**src/rtl/mandelbrot_pkg.sv**
```systemverilog
// Shared types and constants for the Mandelbrot pixel streamer.
package mandelbrot_pkg;

    localparam int PIXEL_BITS = 4;
    localparam int BYTE_BITS  = 2 * PIXEL_BITS;

    typedef enum logic [1:0] {
        IDLE,
        ISSUE,
        WAIT_START,
        BUSY
    } state_t;

    typedef struct packed {
        logic                 sof;
        logic                 eol;
        logic [BYTE_BITS-1:0] data;
    } entry_t;

endpackage

```
**src/rtl/mandelbrot_pixel_stream_if.sv**
```systemverilog
// Packed-pixel byte stream with valid/ready handshake and frame markers.
interface mandelbrot_pixel_stream_if;
    logic [7:0] out_data;
    logic       out_valid;
    logic       out_ready;
    logic       out_sof;
    logic       out_eol;

    modport master (output out_data, out_valid, out_sof, out_eol, input out_ready);
    modport slave  (input out_data, out_valid, out_sof, out_eol, output out_ready);
endinterface

```
**src/rtl/mandelbrot_byte_fifo.sv**
```systemverilog
// Synchronous FIFO of {sof, eol, byte} entries; read data is zero while empty.
module mandelbrot_byte_fifo
    import mandelbrot_pkg::*;
#(
    parameter  int DEPTH = 4,
    localparam int AW    = $clog2(DEPTH),
    localparam int CW    = AW + 1
) (
    input  logic          clk,
    input  logic          rst,
    input  logic          push,
    input  logic          pop,
    input  entry_t        wr_data,
    output entry_t        rd_data,
    output logic          full,
    output logic          empty,
    output logic [CW-1:0] count
);

    entry_t          r_mem [DEPTH];
    logic [AW-1:0]   r_wr_ptr;
    logic [AW-1:0]   r_rd_ptr;
    logic [CW-1:0]   r_count;
    logic            w_do_push;
    logic            w_do_pop;

    assign full      = (r_count == CW'(DEPTH));
    assign empty     = (r_count == '0);
    assign count     = r_count;
    assign w_do_push = push && !full;
    assign w_do_pop  = pop && !empty;
    assign rd_data   = empty ? '0 : r_mem[r_rd_ptr];

    always_ff @(posedge clk) begin
        if (w_do_push) begin
            r_mem[r_wr_ptr] <= wr_data;
        end
    end

    always_ff @(posedge clk) begin
        if (rst) begin
            r_wr_ptr <= '0;
            r_rd_ptr <= '0;
            r_count  <= '0;
        end else begin
            if (w_do_push) r_wr_ptr <= r_wr_ptr + AW'(1);
            if (w_do_pop)  r_rd_ptr <= r_rd_ptr + AW'(1);
            if (w_do_push && !w_do_pop)      r_count <= r_count + CW'(1);
            else if (!w_do_push && w_do_pop) r_count <= r_count - CW'(1);
        end
    end

endmodule

```
**src/rtl/mandelbrot_pixel_stream.sv**
```systemverilog
// Sequences the Mandelbrot core one pixel at a time in raster order and packs
// two 4-bit iteration counts per output byte.
//   state      | meaning
//   IDLE       | waiting for enable
//   ISSUE      | pulse core_run once the FIFO has a free entry
//   WAIT_START | core_run sent, waiting for core_running to rise
//   BUSY       | core iterating; capture on core_running falling edge
module mandelbrot_pixel_stream
    import mandelbrot_pkg::*;
#(
    parameter int WIDTH      = 320,
    parameter int HEIGHT     = 240,
    parameter int FIFO_DEPTH = 4
) (
    input  logic                      clk,
    input  logic                      rst,
    input  logic                      enable,
    output logic                      core_run,
    input  logic                      core_running,
    input  logic [PIXEL_BITS-1:0]     core_ctr,
    mandelbrot_pixel_stream_if.master out,
    output logic                      frame_done,
    output logic                      overflow_err
);

    localparam int XW = $clog2(WIDTH);
    localparam int YW = (HEIGHT > 1) ? $clog2(HEIGHT) : 1;
    localparam int CW = $clog2(FIFO_DEPTH) + 1;

    state_t                r_state;
    logic                  r_core_run;
    logic                  r_running_q;
    logic                  r_frame_done;
    logic                  r_overflow;
    logic [XW-1:0]         r_x;
    logic [YW-1:0]         r_y;
    logic [PIXEL_BITS-1:0] r_hold;

    logic                  w_capture;
    logic                  w_last_x;
    logic                  w_last_y;
    logic                  w_push;
    logic                  w_pop;
    logic                  w_room;
    logic                  w_full;
    logic                  w_empty;
    logic [CW-1:0]         w_count;
    entry_t                w_wr_entry;
    entry_t                w_rd_entry;

    assign w_capture  = (r_state == BUSY) && r_running_q && !core_running;
    assign w_last_x   = (r_x == XW'(WIDTH - 1));
    assign w_last_y   = (r_y == YW'(HEIGHT - 1));
    assign w_push     = w_capture && r_x[0];
    assign w_pop      = out.out_valid && out.out_ready;
    // A half-filled byte completes into the entry this check guarantees, so
    // only fully queued bytes need to be counted against the depth.
    assign w_room     = (w_count < CW'(FIFO_DEPTH));
    assign w_wr_entry = '{sof:  (r_x == XW'(1)) && (r_y == '0),
                          eol:  w_last_x,
                          data: {r_hold, core_ctr}};

    mandelbrot_byte_fifo #(.DEPTH(FIFO_DEPTH)) u_fifo (
        .clk     (clk),
        .rst     (rst),
        .push    (w_push),
        .pop     (w_pop),
        .wr_data (w_wr_entry),
        .rd_data (w_rd_entry),
        .full    (w_full),
        .empty   (w_empty),
        .count   (w_count)
    );

    assign out.out_valid = !w_empty;
    assign out.out_data  = w_rd_entry.data;
    assign out.out_sof   = w_rd_entry.sof;
    assign out.out_eol   = w_rd_entry.eol;
    assign core_run      = r_core_run;
    assign frame_done    = r_frame_done;
    assign overflow_err  = r_overflow;

    always_ff @(posedge clk) begin
        if (rst) begin
            r_state      <= IDLE;
            r_core_run   <= 1'b0;
            r_running_q  <= 1'b0;
            r_frame_done <= 1'b0;
            r_overflow   <= 1'b0;
            r_x          <= '0;
            r_y          <= '0;
            r_hold       <= '0;
        end else begin
            r_running_q  <= core_running;
            r_core_run   <= 1'b0;
            r_frame_done <= 1'b0;
            if (w_push && w_full) r_overflow <= 1'b1;

            case (r_state)
                IDLE:       if (enable) r_state <= ISSUE;
                ISSUE:      if (w_room) begin
                                r_core_run <= 1'b1;
                                r_state    <= WAIT_START;
                            end
                WAIT_START: if (core_running) r_state <= BUSY;
                BUSY:       if (w_capture) r_state <= enable ? ISSUE : IDLE;
                default:    r_state <= IDLE;
            endcase

            if (w_capture) begin
                if (!r_x[0]) r_hold <= core_ctr;
                if (w_last_x) begin
                    r_x <= '0;
                    if (w_last_y) begin
                        r_y          <= '0;
                        r_frame_done <= 1'b1;
                    end else begin
                        r_y <= r_y + YW'(1);
                    end
                end else begin
                    r_x <= r_x + XW'(1);
                end
            end
        end
    end

endmodule

```
**src/flat_wrapper.sv**
```systemverilog
// flat-port wrapper written by rule: the top's interface ports become plain ports
module mandelbrot_pixel_stream_flat import mandelbrot_pkg::*;
#(
    parameter int WIDTH      = 320,
    parameter int HEIGHT     = 240,
    parameter int FIFO_DEPTH = 4
)
  (clk, rst, enable, core_run, core_running, core_ctr, frame_done, overflow_err, out_out_data, out_out_valid, out_out_sof, out_out_eol, out_out_ready);
  mandelbrot_pixel_stream_if out_i ();
  input  logic clk;
  input  logic rst;
  input  logic enable;
  output logic core_run;
  input  logic core_running;
  input  logic [PIXEL_BITS-1:0] core_ctr;
  output logic frame_done;
  output logic overflow_err;
  output wire logic [$bits(out_i.out_data)-1:0] out_out_data;
  output wire logic [$bits(out_i.out_valid)-1:0] out_out_valid;
  output wire logic [$bits(out_i.out_sof)-1:0] out_out_sof;
  output wire logic [$bits(out_i.out_eol)-1:0] out_out_eol;
  input wire logic [$bits(out_i.out_ready)-1:0] out_out_ready;
  assign out_out_data = out_i.out_data;
  assign out_out_valid = out_i.out_valid;
  assign out_out_sof = out_i.out_sof;
  assign out_out_eol = out_i.out_eol;
  assign out_i.out_ready = out_out_ready;
  mandelbrot_pixel_stream #(.WIDTH(WIDTH), .HEIGHT(HEIGHT), .FIFO_DEPTH(FIFO_DEPTH)) u_core (.clk(clk), .rst(rst), .enable(enable), .core_run(core_run), .core_running(core_running), .core_ctr(core_ctr), .out(out_i), .frame_done(frame_done), .overflow_err(overflow_err));
endmodule
```
**config.mk**
```make
export PLATFORM = sky130hd
export DESIGN_NAME = mandelbrot_pixel_stream_flat
export DESIGN_NICKNAME = d
export VERILOG_FILES = /design/src/rtl/mandelbrot_pkg.sv /design/src/rtl/mandelbrot_pixel_stream_if.sv /design/src/rtl/mandelbrot_byte_fifo.sv /design/src/rtl/mandelbrot_pixel_stream.sv /design/src/flat_wrapper.sv
export SDC_FILE = /design/constraint.sdc
export NUM_CORES = 1
export LEC_CHECK = 0
export ABC_AREA = 1
export CORE_MARGIN = 2
export CORE_UTILIZATION = 50
export CTS_BUF_LIST = sky130_fd_sc_hd__clkbuf_8
export DETAILED_ROUTE_END_ITERATION = 10
export PLACE_DENSITY = 0.77
export SLEW_MARGIN = 20
export SYNTH_ARGS = -nofsm -noshare
export SYNTH_HDL_FRONTEND = slang
export SYNTH_SLANG_ARGS = --single-unit
```
**constraint.sdc**
```tcl
create_clock -name clk -period 3.6 [get_ports clk]
set_input_delay 0.36 -clock clk [delete_from_list [all_inputs] [get_ports clk]]
set_output_delay 0.36 -clock clk [all_outputs]
set_load 0.02 [all_outputs]
```
==> run metrics <==
clock root buffer=clkbuf_8; number of synthesis warnings=0; post-synthesis register bit count=between 70 and 80; critical path launch point type=flop; CTS sink count=76; DR vias=around 2600; flop-to-flop setup slack=1.12 ns; DRC Markers=0; Crit path required time=between 3 and 4 ns; Worst Setup Path Type=reg -> out; final net count=around 440; CP arrival=roughly 2.5 ns; syn nets=around 410; die width=approximately 87 um; TNS Setup=0 ns; Commonest cells post-synth=nor2_1 (86), nand2_1 (63), edfxtp_1 (40), inv_1 (39), dfxtp_1 (36); Non-Filler Instances=roughly 500; RSZ-0062 raised after global routing=no; Async SR Flop Fraction=0%; DRT Pass-1 Iters=4; Layout Area Growth over Synthesis=15.9%; Synth Flop Type=edfxtp_1; RR Startpoint=u_core.r_state[0]$_SDFFE_PP0P_; synth top area cells=edfxtp_1 (35%), dfxtp_1 (21%), nor2_1 (9.4%), nand2_1 (6.9%), ha_1 (4.7%); Worst VDD drop=0.393 mV; Clock transition at path regs=around 0.080 ns; # fillers=575; die footprint=between 0.007 and 0.008 mm2; vias per inst=about 5.1; Design Power=2.34 mW; r2r worst-path depth=14; status=completed; share of cells above drive strength 1=a little over 6%; Post-synth EDFFs=40; Initial DRC Count=around 110; final period utilization=between 80 and 90%; Min Hold Slack=0.473 ns; Final Setup Violations=0; Worst slew margin=42.7%; IO Pins=23; # rows=30; ant diodes=0; DRT Wirelength=~6600 um; P_leak=between 1.5 and 2 nW; Min-Delay Path Depth=2; Clock Tree Buf Depth=2; Worst setup EP type=output pin; post-DR wirelength/cell=between 10 and 15 um; Inserted Clock Buffers=9; Die Y=roughly 87 um; port bufs=22; Hold-fix buffers, CTS=0; worst-margin pin slew=0.857 ns; GR Util All Layers=about 19%; register area share after synthesis=~56%; Yosys cell types=27; cell area after synthesis=approximately 0.0034 mm2; Synth area leader=edfxtp_1; TritonCTS clock tree=built; most frequent cell after synthesis=nor2_1; Placed Instances=between 400 and 500; htree depth=3; post-CTS sizing=0; initial antenna violation count=0; Initial Util=51.3%; dpl ws=~0.9 ns; Yosys top cell area share=34.9%; CP endpoint=out_out_data[5]; post-layout min period=~2.9 ns; largest net degree at the start of global routing=21; Worst Path Max Fanout=11; setup ws final=0.699 ns; Hold Fails Final Rpt=0; pwr dens=585 mW/mm2; max-cap violation count=0; clk_lat worst skew=0.35 ns; first-pass GRT wire length=roughly 11000 um; post-route antenna net violation count=0; FF-to-FF End=u_core.u_fifo.count[2]$_SDFFE_PP0P_; Mapped Cells=390; vias in the first global route=~2400; core area=between 0.006 and 0.007 mm2; Pins Over Slew Limit=0; GPL Wtd Cong=0.934; GRT overflow=0; clock skew=0.00638 ns; DP HPWL=between 4000 and 5000 um; worst hold path class=reg -> reg; setup bufs post-CTS=0; syn_area_per_cell=between 8 and 9 um2; maximum clock frequency=around 340 MHz
-- cells by family after synthesis --
family	after synthesis	share of synthesized area, %
AO/OA/AOI/OAI	60	8.79
XOR/XNOR	6	1.53
adder cells (fa/ha/maj)	14	5.30
buffers and inverters	51	5.70
flip-flops	76	55.8
AND/OR/NAND/NOR	183	22.9
-- how the worst min path moves through the flow --
stage / from / to / slack [ns]
2_1_floorplan: u_core.u_fifo.r_rd_ptr[1]$_SDFFE_PP0P_ / flop / 0.43
3_3_place_gp: u_core.u_fifo.r_rd_ptr[1]$_SDFFE_PP0P_ / u_core.u_fifo.r_rd_ptr[1]$_SDFFE_PP0P_ / 0.45
3_5_place_dp: u_core.u_fifo.r_rd_ptr[1]$_SDFFE_PP0P_ / flop / 0.46
4_1_cts: u_core.u_fifo.r_rd_ptr[1]$_SDFFE_PP0P_ / flop / 0.47
5_1_grt: u_core.u_fifo.r_rd_ptr[0]$_SDFFE_PP0P_ / flop / 0.49
6_report: u_core.u_fifo.r_rd_ptr[1]$_SDFFE_PP0P_ / flop / 0.47
-- cell usage in the layout, fill, tap and decap left out, types with 2 or more instances in the layout --
cell type,count
nand4_1,5
o21ai_0,32
a21oi_1,26
dfxtp_1,36
clkinv_2,2
inv_1,41
edfxtp_1,40
clkdlybuf4s50_1,22
bufinv_16,3
nand3b_1,3
nor2_4,3
nor2_1,86
clkbuf_8,9
clkinv_1,3
buf_4,4
nor3_1,3
nor4_1,2
nand2_1,63
nand3_1,14
ha_1,13
xor2_1,5
-- metrics by stage --
stage,instance area [um2],utilization (%)
final,3990,59.4
after global routing,3990,59.4
after CTS,3990,59.4
after detailed placement,3760,56.0
after global placement,3760,56.0
after floorplan,3450,-
-- final cells by class --
class                   instances  area, um2  share of cell area (%)
clock buffers                   9        124                    3.10
clock inverters                 7        108                    2.70
inverters                      43        161                    4.04
multi-input cells             263       1330                    33.2
flip-flops and latches         76       1920                    48.1
well taps                      80        100                    2.51
repair buffers                 26        250                    6.27
-- registers in the layout, indices dropped and copies added, names as in the netlist, named ones only --
signal / count
u_core.r_hold: 4
u_core.r_state: 2
u_core.frame_done: 1
u_core.r_x: 9
u_core.core_run: 1
u_core.u_fifo.r_rd_ptr: 2
u_core.r_running_q: 1
u_core.u_fifo.r_wr_ptr: 2
u_core.overflow_err: 1
u_core.u_fifo.r_mem: 40
u_core.u_fifo.count: 3
u_core.r_y: 8
-- where the power goes --
part / switching, mW / leakage, nW / total (mW) / internal [mW]
Combinational: 0.355 / 0.764 / 0.597 / 0.242
Clock: 0.301 / 0.126 / 0.753 / 0.453
Sequential: 0.0426 / 0.637 / 0.987 / 0.944
Total: 0.698 / 1.53 / 2.34 / 1.64
-- layer usage --
metal  GRT usage (%)  wire, um  part of all wire (%)
met1            24.2      2990                    45
met2            31.6      3230                    49
met3            4.36       252                   3.8
met4            9.52       112                   1.7
met5               0         0                     0
-- worst max-delay path: stages (launching register included) --
cell             delay (ns)
dfxtp_1                0.63
clkinv_1               0.42
nor2_1                 0.19
o21ai_0                0.09
a21oi_1                0.20
clkdlybuf4s50_1        0.64
No activity file was read; power rests on OpenSTA's default activity.
